--- src/rtl/toggle_pkg.sv ---
// Shared types for the debounced toggle-strobe generator.
package toggle_pkg;

  typedef enum logic [1:0] {
    IDLE   = 2'd0,
    ARM_HI = 2'd1,
    HIGH   = 2'd2,
    ARM_LO = 2'd3
  } tstate_e;

  localparam int CNT_MAX_DEF = 4;

endpackage

--- src/rtl/sync_2ff.sv ---
// Two-flop synchronizer for a single asynchronous input bit.
module sync_2ff (
  input  logic clk,
  input  logic rst,
  input  logic d,
  output logic q
);

  logic meta;

  always_ff @(posedge clk) begin
    if (rst) begin
      meta <= 1'b0;
      q    <= 1'b0;
    end else begin
      meta <= d;
      q    <= meta;
    end
  end

endmodule

--- src/rtl/toggle_pulse_gen.sv ---
// Debounces a bouncy push-button and issues one registered T strobe per accepted press.
module toggle_pulse_gen
  import toggle_pkg::*;
#(
  parameter int CNT_MAX = CNT_MAX_DEF,
  parameter int CNT_W   = $clog2(CNT_MAX + 1)
) (
  input  logic       clk,
  input  logic       rst,
  input  logic       btn_in,
  output logic       t_out,
  output logic       btn_level,
  output logic [7:0] press_count
);

  localparam logic [CNT_W-1:0] CNT_LAST = CNT_W'(CNT_MAX - 1);
  localparam logic [CNT_W-1:0] CNT_ONE  = CNT_W'(1);

  logic             btn_s;
  tstate_e          state, state_nx;
  logic [CNT_W-1:0] cnt, cnt_nx;
  logic             pulse_nx;

  sync_2ff u_sync (
    .clk (clk),
    .rst (rst),
    .d   (btn_in),
    .q   (btn_s)
  );

  always_ff @(posedge clk) begin
    if (rst) begin
      state       <= IDLE;
      cnt         <= '0;
      t_out       <= 1'b0;
      btn_level   <= 1'b0;
      press_count <= 8'd0;
    end else begin
      state       <= state_nx;
      cnt         <= cnt_nx;
      t_out       <= pulse_nx;
      btn_level   <= (state_nx == HIGH) || (state_nx == ARM_LO);
      press_count <= press_count + 8'(pulse_nx);
    end
  end

  // ARM_* states count consecutive agreeing samples; any disagreement falls back.
  always_comb begin
    state_nx = state;
    cnt_nx   = cnt;
    pulse_nx = 1'b0;
    case (state)
      IDLE: begin
        if (btn_s) begin
          state_nx = ARM_HI;
          cnt_nx   = CNT_ONE;
        end else begin
          cnt_nx   = '0;
        end
      end
      ARM_HI: begin
        if (!btn_s) begin
          state_nx = IDLE;
          cnt_nx   = '0;
        end else if (cnt == CNT_LAST) begin
          state_nx = HIGH;
          cnt_nx   = '0;
          pulse_nx = 1'b1;
        end else begin
          cnt_nx   = cnt + CNT_ONE;
        end
      end
      HIGH: begin
        if (!btn_s) begin
          state_nx = ARM_LO;
          cnt_nx   = CNT_ONE;
        end else begin
          cnt_nx   = '0;
        end
      end
      ARM_LO: begin
        if (btn_s) begin
          state_nx = HIGH;
          cnt_nx   = '0;
        end else if (cnt == CNT_LAST) begin
          state_nx = IDLE;
          cnt_nx   = '0;
        end else begin
          cnt_nx   = cnt + CNT_ONE;
        end
      end
      default: begin
        state_nx = IDLE;
        cnt_nx   = '0;
      end
    endcase
  end

endmodule

--- config.mk ---
export PLATFORM = sky130hd
export DESIGN_NAME = toggle_pulse_gen
export DESIGN_NICKNAME = d
export VERILOG_FILES = /design/src/rtl/toggle_pkg.sv /design/src/rtl/sync_2ff.sv /design/src/rtl/toggle_pulse_gen.sv
export SDC_FILE = /design/constraint.sdc
export NUM_CORES = 1
export LEC_CHECK = 0
export BUFFER_PORTS_ARGS = -buffer_cell sky130_fd_sc_hd__buf_2
export CORE_AREA = 5 5 42 44
export DETAILED_ROUTE_END_ITERATION = 7
export DIE_AREA = 0 0 47 49
export PLACE_DENSITY_LB_ADDON = 0.08
export SLEW_MARGIN = 25
export SYNTH_ARGS = -nofsm -noshare
export SYNTH_HDL_FRONTEND = slang
export SYNTH_HIERARCHICAL = 1
export SYNTH_SLANG_ARGS = --single-unit
--- constraint.sdc ---
create_clock -name clk -period 2.8 [get_ports clk]
set_clock_uncertainty 0.2 [all_clocks]
set_input_delay 0.56 -clock clk [delete_from_list [all_inputs] [get_ports clk]]
set_output_delay 0.56 -clock clk [all_outputs]
set_load 0.05 [all_outputs]
==> flow_metrics.env, run 1 <==
export IMPL_stdcell_area_um2=711
export IMPL_pwr_density_cell_nw_per_um2=540
export IMPL_cp_depth=8
export IMPL_ir_drop_v=0.000313
export IMPL_diodes=0
export IMPL_ys_warnings_count=6
export IMPL_path_delay_family="simple AND/OR/NAND/NOR gates"
export IMPL_gr_usage_all_layers_pct=9.96
export IMPL_clk_pin_slew_ps=90
export IMPL_grt_pass1_vias=417
export IMPL_crit_chain="ha_1 > nand3b_1 > nor3b_1 > ha_1 > ha_1 > inv_1 > or3_1 > a21oi_1"
export IMPL_slew_headroom_pct=83.2
export IMPL_netlist_instances=58
export IMPL_ys_ff_latch=16
export IMPL_synth_cell_types=21
export IMPL_core_um2=1400
export IMPL_min_path_cells=1
export IMPL_via_count=452
export IMPL_viasPerCell=5.08
export IMPL_nNetsFinal=80
export IMPL_io_pins=13
export IMPL_max_freq_ghz=0.447
export IMPL_setup_worst_path_end_class="flip-flop"
export IMPL_fp_dieArea_um2=2300
export IMPL_max_stage_delay_ps=360
export IMPL_period_minus_slack_ps=2240
export IMPL_worstMarginPinSlew_ps=252
export IMPL_cpMostUsedCell="ha_1"
export IMPL_clockBufferDepth=2
export IMPL_grt_ovfl_total=0
export IMPL_most_common_layout_cells="16 x dfxtp_1, 12 x buf_2, 5 x nor2_1, 5 x nor2b_1, 4 x nand3_1"
export IMPL_first_iter_violations=3
export IMPL_cp_required_ps=2820
export IMPL_crit_fanout=4
export IMPL_htree_levels=1
export IMPL_dp_hpwl_um=725
export IMPL_antenna_found_initial=0
export IMPL_ff_latch_area_um2=320
export IMPL_tns_ps=0
export IMPL_grt_max_degree=15
export IMPL_synth_nets=64
export IMPL_rows=14
export IMPL_drv_slew=0
export IMPL_place_inst=85
export IMPL_die_x_um=47
export IMPL_crit_buf_inv=1
export IMPL_die_y_um=49
export IMPL_first_pass_iters=3
export IMPL_cts_sinks=16
export IMPL_p_total_uw=384
export IMPL_finalCritPeriodShare_pct=79.9
export IMPL_finalNonFillerCells=89
export IMPL_layout_commonest_cell="dfxtp_1"
export IMPL_wirelength_um=959
export IMPL_syn_avg_cell_area_um2=10.3
export IMPL_grt_first_pass_wirelength_um=1680
export IMPL_wire_per_inst_um=10.8
export IMPL_drive_above_1_share_pct=23.3
export IMPL_criticalPathCategory="flip-flop to flip-flop"
export IMPL_insertion_delay_ps=270
export IMPL_cts_buffers=3
export IMPL_hold_buffers=0
export IMPL_p_leak_uw=0.000317
export IMPL_cts_resized=0
export IMPL_multi_input_area_um2=267
export IMPL_netlist_area_um2=598
export IMPL_syn2layout_area_growth_pct=18.8
export IMPL_yosysSeqAreaShare_pct=53.6
export IMPL_crit_arrival_ps=2250
export IMPL_hold_viol_final=0
export IMPL_setup_viol=0
export IMPL_hp_class="flip-flop to flip-flop"
export IMPL_post_cts_buffers=0
export IMPL_initial_core_util_pct=42.7
export IMPL_fillCellCount=139
export IMPL_cp_start_kind="flip-flop"
export IMPL_ant_nets=0
export IMPL_finalWeightedCongestion=0.744
export IMPL_post_route_drc_count=0
export IMPL_status="finished clean"
export IMPL_port_buffers=12
export IMPL_cts_tree="done"
export IMPL_slowest_stage="or3_1"
export IMPL_drv_cap=0
export IMPL_post_dp_cell_area_um2=674
export IMPL_worstRegToRegCells=8
export IMPL_cts_root_buf="clkbuf_4"
export IMPL_rsz0062_at_grt="false"
-- worst register-to-register path, cell delays in order (launching register included) --
cell,delay (ps)
dfxtp_1,340
ha_1,160
nand3b_1,120
nor3b_1,280
ha_1,280
ha_1,230
inv_1,60
or3_1,360
a21oi_1,130
-- registers in the layout, summed over array words and instances (netlist names) --
name         flops
u_sync/q         1
press_count      8
state            1
u_sync/meta      1
t_out            1
cnt              3
btn_level        1
-- where the power goes --
group / leakage (uW) / internal, uW / switching [uW] / total [uW]
sequential: 0.000129 / 229 / 1.17 / 231
clock: 0.0000210 / 79.0 / 67.1 / 146
combinational: 0.000166 / 2.71 / 4.10 / 6.81
total: 0.000317 / 311 / 72.3 / 384
-- through the flow --
stage	util [%]	hold WS (ps)	setup WS, ps
2_1_floorplan	-	214	751
3_3_place_gp	48.1	231	604
3_5_place_dp	48.1	242	575
4_1_cts	50.7	259	540
5_1_grt	50.7	273	330
6_report	50.7	253	564
-- kinds of logic (layout without fill, tap and decap cells) --
logic type,after synthesis,in the layout,share of synthesized area (%)
compound gates,8,8,8.16
flops,16,16,53.6
fa+ha+maj,3,3,6.28
simple gates,23,23,22.6
xor+xnor,4,4,5.86
mux,1,1,1.67
buf+inv,3,18,1.88
-- routing by layer --
layer	global-route usage [%]	part of all wire, %
met1	12.0	47
met2	14.9	45
met3	3.32	6.4
met4	5.53	1.5
met5	0	0
-- cell usage after synthesis --
master,instances,share of area (%)
a211oi_1,1,1.3
nand4_2,1,2.1
and4_1,1,1.5
and2_1,1,1.0
a21oi_1,3,2.5
or3_1,3,3.1
mux2i_1,1,1.7
xor2_1,2,2.9
o2111a_1,1,1.9
dfxtp_1,16,54
nor3b_1,1,1.3
nand3_1,4,3.3
nor2_1,5,3.1
inv_1,2,1.3
xnor2_1,2,2.9
clkbuf_1,1,0.63
nand3b_1,1,1.3
ha_1,3,6.3
nand2_1,1,0.63
nor2b_1,5,5.2
o21ai_0,3,2.5
-- layout make-up --
| class | count | area share, % |
|---|---|---|
| well taps | 16 | 2.82 |
| multi-input cells | 39 | 37.5 |
| inverters | 2 | 1.06 |
| repair buffers | 12 | 8.45 |
| clock buffers | 4 | 5.11 |
| flip-flops and latches | 16 | 45.1 |
-- final timing paths --
path                             start              to  slack, ps
worst max-delay path            cnt[0]  press_count[6]        560
worst min-delay path            cnt[0]          cnt[0]        250
worst max register to register  cnt[0]  press_count[6]        560
worst min register to register  cnt[0]          cnt[0]        250
Power figures use the tool's default switching activity.
==> inputs of run 2 (changes only) <==
- CORE_AREA: 5 5 42 44 -> 5 5 43 45
- DIE_AREA: 0 0 47 49 -> 0 0 48 50
- clock period: 2.8 -> 1.9 ns (I/O delays scaled with it)
==> flow_metrics.env, run 2 (synthesis results as in run 1) <==
export IMPL_status="finished with violations"
export IMPL_violations="setup timing"
export IMPL_wirelength_um=1070
export IMPL_hold_buffers=0
export IMPL_whs_ps=108
export IMPL_drive_above_1_share_pct=42.3
export IMPL_setup_worst_path_end_class="flip-flop"
export IMPL_finalWorstSetupSlack_ps=-49.7
export IMPL_rows=14
export IMPL_p_leak_uw=0.000338
export IMPL_hold_viol_final=0
export IMPL_fillCellCount=133
export IMPL_pwr_share_clk_pct=38.6
export IMPL_cts_tree="done"
export IMPL_dp_slack_ps=-98.5
export IMPL_reg2reg_to="press_count[7]"
export IMPL_grt_max_degree=15
export IMPL_cts_root_buf="clkbuf_4"
export IMPL_diodes=0
export IMPL_routedLengthMet1_um=538
export IMPL_ant_nets=0
export IMPL_cp_start_kind="flip-flop"
export IMPL_grt_ovfl_total=0
export IMPL_cts_buffers=3
export IMPL_rsz0062_at_grt="true"
export IMPL_viasPerCell=4.94
export IMPL_finalCritPeriodShare_pct=103
export IMPL_ir_drop_v=0.000392
export IMPL_clockBufferDepth=2
export IMPL_p_switching_uw=112
export IMPL_post_route_drc_count=0
export IMPL_max_stage_delay_ps=360
export IMPL_dp_hpwl_um=759
export IMPL_setup_worst_path_start="cnt[0]"
export IMPL_syn2layout_area_growth_pct=37.2
export IMPL_slew_headroom_pct=80.6
export IMPL_nNetsFinal=85
export IMPL_period_minus_slack_ps=1950
export IMPL_clk_pin_slew_ps=90
export IMPL_first_pass_iters=4
export IMPL_gr_usage_all_layers_pct=10.8
export IMPL_largest_register_ffs=8
export IMPL_insertion_delay_ps=280
export IMPL_antenna_found_initial=0
export IMPL_slowest_stage="dfxtp_2"
export IMPL_setup_viol=3
export IMPL_reg_largest_list="press_count: 8 flops, cnt: 3 flops"
export IMPL_drv_cap=0
export IMPL_dr_wl_met2_um=455
export IMPL_largest_register="press_count"
export IMPL_criticalPathCategory="flip-flop to flip-flop"
export IMPL_drv_slew=0
export IMPL_worstMarginPinSlew_ps=290
export IMPL_die_x_um=48
export IMPL_core_um2=1440
export IMPL_crit_arrival_ps=1970
export IMPL_grt_first_pass_wirelength_um=1860
export IMPL_grt_pass1_vias=446
export IMPL_cp_required_ps=1920
export IMPL_swShare_pct=19.7
export IMPL_htree_levels=1
export IMPL_most_common_layout_cells="14 x dfxtp_1, 12 x buf_2, 5 x nor2_1, 5 x nor2b_1"
export IMPL_internal_power_uw=460
export IMPL_wl_met3_um=61
export IMPL_hp_class="primary input to flip-flop"
export IMPL_top_layer="met4"
export IMPL_cts_sinks=16
export IMPL_crit_fanout=3
export IMPL_max_freq_ghz=0.513
export IMPL_io_pins=13
export IMPL_first_iter_violations=3
export IMPL_port_buffers=12
export IMPL_layout_commonest_cell="dfxtp_1"
export IMPL_seq_power_share_pct=59.4
export IMPL_die_y_um=50
export IMPL_via_count=464
export IMPL_worstRegToRegCells=8
export IMPL_reg2reg_from="cnt[0]"
export IMPL_reg2reg_slack_ps=-50
export IMPL_pwr_density_cell_nw_per_um2=697
export IMPL_fin_util_pct=57.1
export IMPL_finalNonFillerCells=94
export IMPL_combPwrFrac_pct=2.0
export IMPL_place_inst=88
export IMPL_finalWeightedCongestion=0.760
export IMPL_initial_core_util_pct=41.6
export IMPL_crit_chain="ha_4 > nand3b_1 > nor3b_2 > ha_2 > buf_6 > nand3_2 > or3_4 > a21oi_2"
export IMPL_wire_per_inst_um=11.4
export IMPL_fp_dieArea_um2=2400
export IMPL_cp_endpoint="press_count[7]"
run 2: power by group through the flow:
| stage | combinational, uW | clock [uW] | sequential (uW) |
|---|---|---|---|
| 6_report | 11.4 | 221 | 340 |
| 5_1_grt | 13.1 | 245 | 341 |
| 4_1_cts | 11.3 | 230 | 340 |
| 3_5_place_dp | 11.3 | 0 | 348 |
| 3_3_place_gp | 11.5 | 0 | 348 |
| 2_1_floorplan | 6.36 | 0 | 348 |
run 2: area by class of cell:
class	instances	area (um2)	area share (%)
Inverter	2	7.51	0.915
Tap cell	16	20.0	2.44
Sequential cell	16	323	39.3
Multi-Input combinational cell	39	325	39.6
Timing Repair Buffer	17	109	13.3
Clock buffer	4	36.3	4.42
run 2: metrics by stage:
step | TNS, ps | cell area [um2] | power (uW)
floorplan | 0 | 633 | 354
global placement | -227 | 732 | 359
detailed placement | -242 | 732 | 359
CTS | -304 | 785 | 582
global route | -592 | 821 | 599
finish | -103 | 821 | 572
run 2: worst min-delay path by stage:
stage	from	endpoint	slack, ps	cells past startpoint
2_1_floorplan	u_sync/meta	u_sync/q	210	1
3_3_place_gp	u_sync/meta	u_sync/q	240	1
3_5_place_dp	u_sync/meta	u_sync/q	230	1
4_1_cts	btn_in	u_sync/meta	90	2
5_1_grt	btn_in	u_sync/meta	140	2
6_report	btn_in	u_sync/meta	110	2
run 2: what timing repair did:
item	in CTS	in global routing
pin swaps	8	6
endpoints found under the setup margin	4	5
gates resized for setup	2	6
buffers inserted	2	1
run 2: routing by layer:
metal | up-vias | track usage (%)
li1 | 244 | -
met1 | 210 | 14.2
met2 | 8 | 14.8
met3 | 2 | 4.36
met4 | 0 | 5.38
met5 | - | 0
run 2: worst max-delay path, delay by kind of cell (launching register included):
| family | cells | cell delay, ps |
|---|---|---|
| flip-flops | 1 | 360 |
| AND/OR/NAND/NOR | 4 | 720 |
| AO/OA/AOI/OAI | 1 | 110 |
| adder cells (fa/ha/maj) | 2 | 370 |
| buffers and inverters | 1 | 110 |
==> inputs of run 3 (changes only) <==
--- a/config.mk
+++ b/config.mk
@@ -6,8 +6,8 @@
 export NUM_CORES = 1
 export LEC_CHECK = 0
-export BUFFER_PORTS_ARGS = -buffer_cell sky130_fd_sc_hd__buf_2
-export CORE_AREA = 5 5 43 45
+export CORE_AREA = 5 5 48 50
 export DETAILED_ROUTE_END_ITERATION = 7
-export DIE_AREA = 0 0 48 50
+export DIE_AREA = 0 0 53 55
+export DONT_BUFFER_PORTS = 1
 export PLACE_DENSITY_LB_ADDON = 0.08
 export SLEW_MARGIN = 25
==> constraint.sdc (replaced) <==
create_clock -name clk -period 1.9 [get_ports clk]
set_clock_uncertainty 0.2 [all_clocks]
set_input_delay 0.095 -clock clk [delete_from_list [all_inputs] [get_ports clk]]
set_output_delay 0.095 -clock clk [all_outputs]
set_load 0.05 [all_outputs]
==> flow_metrics.env, run 3 (synthesis results as in run 1) <==
export IMPL_max_stage_delay_ps=370
export IMPL_hp_class="primary input to flip-flop"
export IMPL_grt_first_pass_wirelength_um=1930
export IMPL_diodes=0
export IMPL_pwr_density_cell_nw_per_um2=657
export IMPL_insertion_delay_ps=280
export IMPL_largest_register_ffs=8
export IMPL_post_route_drc_count=0
export IMPL_setup_worst_path_end_class="flip-flop"
export IMPL_clk_pin_slew_ps=100
export IMPL_grt_ovfl_total=0
export IMPL_die_y_um=55
export IMPL_slowest_stage="or3_4"
export IMPL_finalWeightedCongestion=0.674
export IMPL_status="finished with violations"
export IMPL_rsz0062_at_grt="true"
export IMPL_wire_per_inst_um=10.9
export IMPL_fillCellCount=181
export IMPL_worstMarginPinSlew_ps=517
export IMPL_p_leak_uw=0.000348
export IMPL_antenna_found_initial=0
export IMPL_viasPerCell=4.42
export IMPL_cp_required_ps=1930
export IMPL_syn2layout_area_growth_pct=45.8
export IMPL_hold_viol_final=8
export IMPL_place_inst=95
export IMPL_drv_cap=0
export IMPL_cts_buffers=3
export IMPL_core_um2=1860
export IMPL_ir_drop_v=0.000343
export IMPL_first_pass_iters=3
export IMPL_layout_commonest_cell="dfxtp_1"
export IMPL_whs_ps=-343
export IMPL_dp_hpwl_um=807
export IMPL_cp_depth=8
export IMPL_drv_slew=0
export IMPL_setup_viol=2
export IMPL_min_path_cells=1
export IMPL_dp_slack_ps=-51.2
export IMPL_grt_pass1_vias=486
export IMPL_most_common_layout_cells="13 x dfxtp_1, 10 x buf_4, 6 x dlygate4sd3_1, 5 x nor2_1, 5 x nor2b_1"
export IMPL_violations="hold timing, setup timing"
export IMPL_initial_core_util_pct=32.1
export IMPL_htree_levels=1
export IMPL_port_buffers=0
export IMPL_slew_headroom_pct=65.5
export IMPL_die_x_um=53
export IMPL_rows=16
export IMPL_largest_register="press_count"
export IMPL_nNetsFinal=85
export IMPL_via_count=464
export IMPL_post_cts_buffers=0
export IMPL_gr_usage_all_layers_pct=9.46
export IMPL_crit_buf_inv=1
export IMPL_crit_chain="ha_4 > nand3b_1 > nor3b_2 > ha_2 > ha_4 > inv_2 > or3_4 > a21oi_2"
export IMPL_tns_ps=-46.3
export IMPL_ant_nets=0
export IMPL_cp_start_kind="flip-flop"
export IMPL_finalWorstSetupSlack_ps=-42.7
export IMPL_criticalPathCategory="flip-flop to flip-flop"
export IMPL_cts_root_buf="clkbuf_4"
export IMPL_io_pins=13
export IMPL_finalCritPeriodShare_pct=102
export IMPL_drive_above_1_share_pct=37.2
export IMPL_wirelength_um=1150
export IMPL_first_iter_violations=2
export IMPL_cts_tree="done"
export IMPL_fp_dieArea_um2=2920
export IMPL_clockBufferDepth=2
export IMPL_finalNonFillerCells=105
export IMPL_reg_largest_list="press_count: 8 flops, cnt: 3 flops"
export IMPL_path_delay_family="simple AND/OR/NAND/NOR gates"
export IMPL_max_freq_ghz=0.515
export IMPL_hold_buffers=6
export IMPL_worstRegToRegCells=8
export IMPL_grt_max_degree=15
export IMPL_cts_sinks=16
export IMPL_period_minus_slack_ps=1940
export IMPL_cpMostUsedCell="ha_4"
export IMPL_crit_fanout=3
export IMPL_crit_arrival_ps=1970
-- run 3: changes by cell type in the layout (fill, tap and decap cells not counted), sizes merged --
cell,change
buf,-6
dlygate4sd3,+6
-- run 3: routing by layer --
metal / GRT usage [%] / part of all wire, %
met5: 0 / 0
met2: 15.5 / 44
met4: 6.38 / 1.1
met3: 4.29 / 8.4
met1: 9.77 / 46
-- run 3: path summary, 6_finish.rpt --
check                               from             end  slack [ps]
worst min register to register  state[0]          cnt[1]         300
worst min-delay path                 rst  press_count[6]        -340
worst max register to register    cnt[0]  press_count[6]         -40
worst max-delay path              cnt[0]  press_count[6]         -40
-- run 3: timing repair --
item                                    CTS  global route
endpoints found under the setup margin    2             7
gates resized for setup                   1             7
hold endpoints to repair                 16             8
pin swaps                                 1             0
-- run 3: worst register-to-register path, cell delays in order, from the launching register on --
cell,delay (ps)
dfxtp_2,360
ha_4,120
nand3b_1,110
nor3b_2,220
ha_2,250
ha_4,140
inv_2,30
or3_4,370
a21oi_2,110
-- run 3: cell type report --
| cell class | count | area (um2) | area share (%) |
|---|---|---|---|
| inverter | 2 | 7.51 | 0.861 |
| multi-input combinational | 39 | 324 | 37.2 |
| clock buffer | 4 | 36.3 | 4.16 |
| timing repair buffer | 17 | 146 | 16.8 |
| tap | 27 | 33.8 | 3.87 |
| sequential | 16 | 324 | 37.2 |
-- run 3: power breakdown --
group          internal, uW  switching (uW)  leakage, uW
combinational          7.05            2.23     0.000196
clock                   117             106    0.0000210
sequential              338            2.36     0.000131
-- run 3: through the flow --
| stage | utilization, % | total power, uW | instance area [um2] | hold slack [ps] |
|---|---|---|---|---|
| final | 46.8 | 573 | 872 | -343 |
| after global routing | 46.8 | 602 | 872 | -372 |
| after CTS | 45.2 | 587 | 842 | -352 |
| after detailed placement | 40.1 | 353 | 746 | -31.8 |
| after global placement | 40.1 | 353 | 746 | -32.8 |
| after floorplan | - | 354 | 633 | -33.4 |
